<file path="src/rtl/mem_port_arbiter.sv">
// Two-client round-robin arbiter in front of a single memory controller port.
// One command in flight at a time; every wait state is guarded by a timeout.
module mem_port_arbiter #(
  parameter int ADDR_W  = 24,
  parameter int DATA_W  = 16,
  parameter int TIMEOUT = 1023
) (
  input  logic              clk50,
  input  logic              rst,
  input  logic              c0_req_i,
  input  logic              c0_we_i,
  input  logic [ADDR_W-1:0] c0_addr_i,
  input  logic [DATA_W-1:0] c0_wdata_i,
  input  logic              c1_req_i,
  input  logic              c1_we_i,
  input  logic [ADDR_W-1:0] c1_addr_i,
  input  logic [DATA_W-1:0] c1_wdata_i,
  output logic              c0_done_o,
  output logic              c0_err_o,
  output logic              c1_done_o,
  output logic              c1_err_o,
  output logic [DATA_W-1:0] rdata_o,
  output logic              active_o,
  output logic              mem_read_o,
  output logic              mem_write_o,
  output logic [ADDR_W-1:0] mem_addr_o,
  output logic [DATA_W-1:0] mem_wdata_o,
  input  logic              mem_busy_i,
  input  logic              mem_read_ready_i,
  input  logic [DATA_W-1:0] mem_rdata_i
);

  localparam int CNT_W = $clog2(TIMEOUT + 1);
  localparam logic [CNT_W-1:0] CNT_MAX = CNT_W'(TIMEOUT);

  typedef enum logic [2:0] {
    S_IDLE, S_WAIT_ACC, S_WAIT_DONE, S_WAIT_RD, S_ACK
  } state_t;

  state_t            state_q;
  logic [CNT_W-1:0]  cnt_q;
  logic              busy_prev_q;
  logic              last_grant_q;
  logic              gnt_q;
  logic              we_q;
  logic              c0_done_q, c0_err_q, c1_done_q, c1_err_q;
  logic              active_q, mem_read_q, mem_write_q;
  logic [ADDR_W-1:0] mem_addr_q;
  logic [DATA_W-1:0] mem_wdata_q, rdata_q;

  logic              sel_c1, sel_we, in_wait, advance;
  logic [ADDR_W-1:0] sel_addr;
  logic [DATA_W-1:0] sel_wdata;

  // On a tie the client that was not granted last time wins.
  assign sel_c1    = c1_req_i & (~c0_req_i | ~last_grant_q);
  assign sel_we    = sel_c1 ? c1_we_i    : c0_we_i;
  assign sel_addr  = sel_c1 ? c1_addr_i  : c0_addr_i;
  assign sel_wdata = sel_c1 ? c1_wdata_i : c0_wdata_i;

  assign in_wait = (state_q == S_WAIT_ACC) || (state_q == S_WAIT_DONE) ||
                   (state_q == S_WAIT_RD);

  always_comb begin
    advance = 1'b0;
    unique case (state_q)
      S_WAIT_ACC:  advance = mem_busy_i & ~busy_prev_q;
      S_WAIT_DONE: advance = ~mem_busy_i;
      S_WAIT_RD:   advance = mem_read_ready_i;
      default:     advance = 1'b0;
    endcase
  end

  always_ff @(posedge clk50) begin
    if (rst) begin
      state_q      <= S_IDLE;
      cnt_q        <= '0;
      busy_prev_q  <= 1'b0;
      last_grant_q <= 1'b1;
      gnt_q        <= 1'b0;
      we_q         <= 1'b0;
      c0_done_q    <= 1'b0;
      c0_err_q     <= 1'b0;
      c1_done_q    <= 1'b0;
      c1_err_q     <= 1'b0;
      active_q     <= 1'b0;
      mem_read_q   <= 1'b0;
      mem_write_q  <= 1'b0;
      mem_addr_q   <= '0;
      mem_wdata_q  <= '0;
      rdata_q      <= '0;
    end else begin
      busy_prev_q <= mem_busy_i;
      c0_done_q   <= 1'b0;
      c0_err_q    <= 1'b0;
      c1_done_q   <= 1'b0;
      c1_err_q    <= 1'b0;
      if (in_wait && !advance && (cnt_q == CNT_MAX)) begin
        // Abort: report the failure to the owner and release the port.
        state_q     <= S_IDLE;
        cnt_q       <= '0;
        mem_read_q  <= 1'b0;
        mem_write_q <= 1'b0;
        active_q    <= 1'b0;
        c0_done_q   <= ~gnt_q;
        c0_err_q    <= ~gnt_q;
        c1_done_q   <= gnt_q;
        c1_err_q    <= gnt_q;
      end else begin
        unique case (state_q)
          S_IDLE: begin
            if ((c0_req_i | c1_req_i) & ~mem_busy_i) begin
              state_q      <= S_WAIT_ACC;
              cnt_q        <= '0;
              gnt_q        <= sel_c1;
              last_grant_q <= sel_c1;
              we_q         <= sel_we;
              mem_write_q  <= sel_we;
              mem_read_q   <= ~sel_we;
              mem_addr_q   <= sel_addr;
              mem_wdata_q  <= sel_wdata;
              active_q     <= 1'b1;
            end
          end
          S_WAIT_ACC: begin
            if (advance) begin
              state_q     <= S_WAIT_DONE;
              cnt_q       <= '0;
              mem_read_q  <= 1'b0;
              mem_write_q <= 1'b0;
            end else begin
              cnt_q <= cnt_q + CNT_W'(1);
            end
          end
          S_WAIT_DONE: begin
            if (advance) begin
              state_q <= we_q ? S_ACK : S_WAIT_RD;
              cnt_q   <= '0;
              if (we_q) begin
                c0_done_q <= ~gnt_q;
                c1_done_q <= gnt_q;
              end
            end else begin
              cnt_q <= cnt_q + CNT_W'(1);
            end
          end
          S_WAIT_RD: begin
            if (advance) begin
              state_q   <= S_ACK;
              cnt_q     <= '0;
              rdata_q   <= mem_rdata_i;
              c0_done_q <= ~gnt_q;
              c1_done_q <= gnt_q;
            end else begin
              cnt_q <= cnt_q + CNT_W'(1);
            end
          end
          S_ACK: begin
            state_q  <= S_IDLE;
            cnt_q    <= '0;
            active_q <= 1'b0;
          end
          default: begin
            state_q     <= S_IDLE;
            cnt_q       <= '0;
            active_q    <= 1'b0;
            mem_read_q  <= 1'b0;
            mem_write_q <= 1'b0;
          end
        endcase
      end
    end
  end

  assign c0_done_o   = c0_done_q;
  assign c0_err_o    = c0_err_q;
  assign c1_done_o   = c1_done_q;
  assign c1_err_o    = c1_err_q;
  assign rdata_o     = rdata_q;
  assign active_o    = active_q;
  assign mem_read_o  = mem_read_q;
  assign mem_write_o = mem_write_q;
  assign mem_addr_o  = mem_addr_q;
  assign mem_wdata_o = mem_wdata_q;

endmodule

</file>
<file path="config.mk">
export PLATFORM = sky130hd
export DESIGN_NAME = mem_port_arbiter
export DESIGN_NICKNAME = d
export VERILOG_FILES = /design/src/rtl/mem_port_arbiter.sv
export SDC_FILE = /design/constraint.sdc
export NUM_CORES = 1
export LEC_CHECK = 0
export BUFFER_PORTS_ARGS = -buffer_cell sky130_fd_sc_hd__buf_2
export CAP_MARGIN = 20
export CORE_UTILIZATION = 47
export CTS_BUF_LIST = sky130_fd_sc_hd__clkbuf_8
export DETAILED_ROUTE_END_ITERATION = 16
export HOLD_SLACK_MARGIN = 0.15
export PLACE_DENSITY = 0.82
export SETUP_SLACK_MARGIN = 0.05
export SLEW_MARGIN = 30
export SYNTH_ARGS = -nofsm -noshare
export SYNTH_HDL_FRONTEND = slang
export SYNTH_SLANG_ARGS = --single-unit
</file>
<file path="constraint.sdc">
create_clock -name clk50 -period 1.9 [get_ports clk50]
set_input_delay 0.285 -clock clk50 [delete_from_list [all_inputs] [get_ports clk50]]
set_output_delay 0.285 -clock clk50 [all_outputs]
set_load 0.02 [all_outputs]
</file>
==> Word level (Yosys, flattened, before mapping) <==
Cells that the tools add are included.
{ "op_classes": {"n_mux": 30, "n_addsub": 1, "eq_ne": 9, "n_bitwise": 14, "n_reduce_logical": 15} }
{ "ops": {"columns": ["op", "n"], "rows": [
  ["$mux W24", 1],
  ["$mux W10", 2],
  ["$pmux W10 S2", 1],
  ["$mux W16", 1],
  ["$mux W3", 5],
  ["$mux W1", 13],
  ["$pmux W3 S4", 1],
  ["$add A10 B1 Y10 const B", 1],
  ["$eq A10 B10 Y1 const B", 1],
  ["$not A1 Y1", 9],
  ["$pmux W1 S3", 3],
  ["$reduce_and A3 Y1", 3],
  ["$ne A2 B2 Y1 const B", 4],
  ["$eq A3 B2 Y1 const B", 2],
  ["$pmux W1 S2", 3],
  ["$reduce_or A3 Y1", 2],
  ["$reduce_and A4 Y1", 1],
  ["$reduce_or A2 Y1", 2],
  ["$and A1 B1 Y1", 3],
  ["$eq A3 B1 Y1 const B", 1],
  ["$eq A3 B3 Y1 const B", 1],
  ["$logic_not A3 Y1", 1],
  ["$logic_and A1 B1 Y1", 2],
  ["$logic_or A1 B1 Y1", 2],
  ["other kinds (3)", 4]
]} }
{ "totals": {"register_bits": 80, "output_inout_bits": 63} }

==> Logic depth before layout (Yosys ltp) <==
{ "depth": {"word_depth": 8, "depth_mapped": 7} }

==> Worst setup path after synthesis <==
Ideal clock, no wire load.
{ "synth_path": {"path_kind": "register to register", "startpoint": "register state_q[1]", "endpoint": "register cnt_q[2]", "slack_ns": 0.184, "n_path_buf": 2, "setup_ns": 0.136, "required_time_ns": 1.764, "stages_incl_launch_ff": 7, "arrival_ns": 1.581, "cell_sequence": "dfxtp_1 -> buf_6 -> and3_4 -> or4_4 -> o21ai_1 -> buf_2 -> nor3_1"} }
{ "synth_between": {"elab_chain_len": 6, "word_cells_on_any_way": 15} }
{ "synth_lines": {"columns": ["item", "line", "text"], "rows": [
  ["from (decl)", "40", "state_t state_q;"],
  ["from (signal assigned)", "137", "state_q <= we_q ? S_ACK : S_WAIT_RD;"],
  ["$eq A3 B2 Y1 (tied with other cells)", "62, 66, 110", null],
  ["$pmux W1 S3 / $logic_or A1 B1 Y1 (equally long branches)", "66, 61", null],
  ["$logic_not A1 Y1 / $logic_or A1 B1 Y1 (equally long branches)", "98, 61", null],
  ["$logic_and A1 B1 Y1 (2 in series)", "98", "if (in_wait && !advance && (cnt_q == CNT_MAX)) begin"],
  ["$reduce_or A2 Y1 (no line)", null, null],
  ["to (signal assigned)", "132", "cnt_q <= cnt_q + CNT_W'(1);"],
  ["to (signal assigned)", "144", "cnt_q <= cnt_q + CNT_W'(1);"],
  ["to (signal assigned)", "155", "cnt_q <= cnt_q + CNT_W'(1);"],
  ["to (decl)", "41", "logic [CNT_W-1:0] cnt_q;"]
]} }
Parallel ways exist; a longest one is shown, timed or not.
A chain may end at the register's enable or synchronous reset.

==> Worst setup path after layout <==
{ "layout_path": {"startpoint": "register state_q[0]", "endpoint": "register c1_err_q (netlist: c1_err_o)"} }
{ "layout_between": {"elab_chain_len": 7, "word_cells_on_any_way": 11} }
{ "layout_lines": {"columns": ["item", "line", "text"], "rows": [
  ["$eq A3 B2 Y1 (tied with other cells)", "62, 66", null],
  ["$pmux W1 S3 / $logic_or A1 B1 Y1 (equally long branches)", "66, 61", null],
  ["$logic_not A1 Y1 / $logic_or A1 B1 Y1 (equally long branches)", "98, 61", null],
  ["$logic_and A1 B1 Y1 (*) (2 in series)", "98", null],
  ["$not A1 Y1 (no line) (*)", null, null],
  ["$reduce_or A2 Y1 (no line) (*)", null, null],
  ["to (signal assigned)", "108", "c1_err_q <= gnt_q;"],
  ["to (decl)", "46", "logic c0_done_q, c0_err_q, c1_done_q, c1_err_q;"]
]} }
Mark *: on every way between the ends. The rest lies on a longest branch, timed or not.

==> impl_metrics.toml <==
[yosys]
async_flop_share_pct = 0
syn_inst = 371
synth_flop_cell = "dfxtp_1"
syn_nets = 476
seq_area_frac_synth_pct = 47.4
ys_ff_latch = 80
synth_edf_count = 0
syn_area_um2 = 3380
synth_cell_type_count = 40
syn_area_per_cell_um2 = 9.12
synth_warnings = 0

[cts]
worstSkewPairLatency_ns = 0.35
clk_root_buffer_cell = "clkbuf_8"
cts_tree = "built"
cts_inserted_buffers = 9
clk_pin_slew_worst_paths_ns = 0.09
htreeDepth = 3
clock_sinks = 80
clock_path_buffers = 2

[global_route]
grt_pass1_vias = 2959
grt_pass1_wl_mm = 13.0
grt-ovfl-total = 0
grt_use_total_pct = 22.1
grt_max_degree = 50
antenna_found_initial = 0

[floorplan]
die_w_um = 86.8
row_count = 30
die_h_um = 86.8
start_util_pct = 49.2
die-area_um2 = 7540
top_level_ports = 167
core_um2 = 6870

[sta]
fmax_mhz = 574
hold_ws_ns = 0.164
setup_viol = 0
fin_setup_tns_ns = 0
fin_skew_ns = 0.0144
drv_slew = 0
grt_setup_unrepaired = "false"
slew_headroom_pct = 49.3
tightest_slew_ns = 0.759
hold_viol = 0
fin_crit_sh_pct = 91.6
period_minus_slack_ns = 1.74

[power_and_ir_drop]
peakVddDrop_v = 0.000625
netSwitchingPower_mw = 1.96
p_int_mw = 3.37
p_clk_share_pct = 23.6
p_leak_nw = 2.02
pwr-share-seq_pct = 40.7
power-per-cell-area_nw_per_um2 = 1170
power_frac_comb_pct = 35.7
switching_share_pct = 36.8

[layout]
nNetsFinal = 637
antenna_cells = 0
area_growth_pct = 35.1
utilization_pct = 66.5
drive_above_1_share_pct = 38.2
final_common_cell = "buf_2"
layout_common_cells = "buf_2 (166), dfxtp_1 (78), nor2_1 (45)"
layout.cells.non_filler = 633

[setup_path]
critPathLaunchType = "flop"
crit_type = "flop to flop"
critical_path_arrival_ns = 2.02
critPathRequiredTime_ns = 2.18
endpoint_kind = "flop"
r2r-end = "c1_err_o$_SDFF_PP0_"
rr_startpoint = "state_q[0]$_SDFFE_PP0P_"
reg2reg_slack_ns = 0.16
cp_max_fo = 10
r2r_cells = 4

[drt]
routedWlPerCell_um = 12.8
routed_wl_mm = 8.09
drtPass1Iterations = 4
drcViolationCount = 0
postRouteAntennaNets = 0
dr_total_vias = 3198
via_per_inst = 5.05
drt_iter0_drc = 114

[min_path]
min_path_cells = 3
min_from = "mem_rdata_i[15]"
holdPathEnd = "rdata_o[15]$_SDFFE_PP0P_"
hold_path_class = "input pin to flop"

[placed_design]
dpl.hpwl_mm = 6.17
gp_congestion = 0.842
dp_cells = 615
portBuffers = 166

[status]
outcome = "complete, no violations"

[flow_run]
drv_cap = 0
[synth_stat cells, drive strengths merged (3+ instances only)]
master	instances	share of area, %
dfxtp	80	47
nor2	46	5.1
mux2i	42	12
nand2	42	4.7
clkbuf	14	1.6
a2111oi	4	1.0
xnor2	8	2.1
a211oi	41	9.1
buf	15	2.3
nand3	8	1.2
a21oi	26	3.8
nand2b	4	0.74
inv	3	0.33
nor2b	3	0.55
nor3	11	1.8
[power by group through the flow]
stage	logic [mW]	registers, mW	clock network (mW)
2_1_floorplan	0.981	2.47	0
3_3_place_gp	1.87	2.18	0
3_5_place_dp	1.91	2.19	0
4_1_cts	1.91	2.16	1.29
5_1_grt	2.07	2.21	1.36
6_report	1.90	2.17	1.26
[stage by stage]
stage                     area, um2  worst slack (ns)  total power, mW
final                          4570             0.159             5.33
after global routing           4570            0.0766             5.65
after CTS                      4560            0.0560             5.35
after detailed placement       4340            0.0358             4.10
after global placement         4340            0.0697             4.04
after floorplan                3380             0.184             3.45
[state kept, by name, summed over array words and instances, names as in the netlist, 3 cells and up]
| name | cells |
|---|---|
| state_q | 3 |
| mem_addr_o | 24 |
| mem_wdata_o | 16 |
| rdata_o | 16 |
| cnt_q | 10 |
[how the worst max path moves through the flow]
stage,from,to,slack (ns)
global placement,mem_busy_i,c0_err_o$_SDFF_PP0_,0.07
global route,state_q[2]$_SDFFE_PP0P_,state_q[0]$_SDFFE_PP0P_,0.08
detailed placement,mem_busy_i,c1_err_o$_SDFF_PP0_,0.04
floorplan,state_q[1]$_SDFFE_PP0P_,cnt_q[2]$_SDFFE_PP0N_,0.18
finish,state_q[0]$_SDFFE_PP0P_,c1_err_o$_SDFF_PP0_,0.16
CTS,state_q[0]$_SDFFE_PP0P_,c1_err_o$_SDFF_PP0_,0.06
[critical path, stage by stage, from the launching register on]
cell	delay [ns]
dfxtp_2	0.42
a21oi_1	0.09
or4_4	0.50
or4_4	0.55
nor2_1	0.12
[repair_timing]
action | 4_1_cts | 5_1_grt
endpoints found under the setup margin | 0 | 9
hold buffers | 2 | 0
gates resized for setup | 0 | 6
setup buffers | 0 | 0
endpoints found under the hold margin | 2 | 0
[logic make-up (layout without fill, tap and decap cells)]
family | Yosys count | count (layout) | share of synthesized area, %
xor gates and xnor gates | 8 | 8 | 2.07
muxes | 42 | 42 | 12.4
and+or+nand+nor | 127 | 127 | 17.5
adders and majority gates | 1 | 1 | 0.370
DFF | 80 | 80 | 47.4
buffers and inverters | 32 | 198 | 4.22
AOI/OAI and AO/OA | 81 | 81 | 16.1
[cell type report]
class                   instances  area, um2
clock buffers                   9        124
clock inverters                 7       77.6
fillers                       547       2300
inverters                       3       11.3
multi-input cells             259       1660
flip-flops and latches         80       1600
well taps                      96        120
repair buffers                179        971
[routing by layer]
layer / GRT usage [%] / routed length (um)
met1: 25.4 / 3340
met2: 40.0 / 4170
met4: 7.58 / 82
met3: 5.33 / 495
met5: 0 / 0
(Power assumes the default switching activity.)
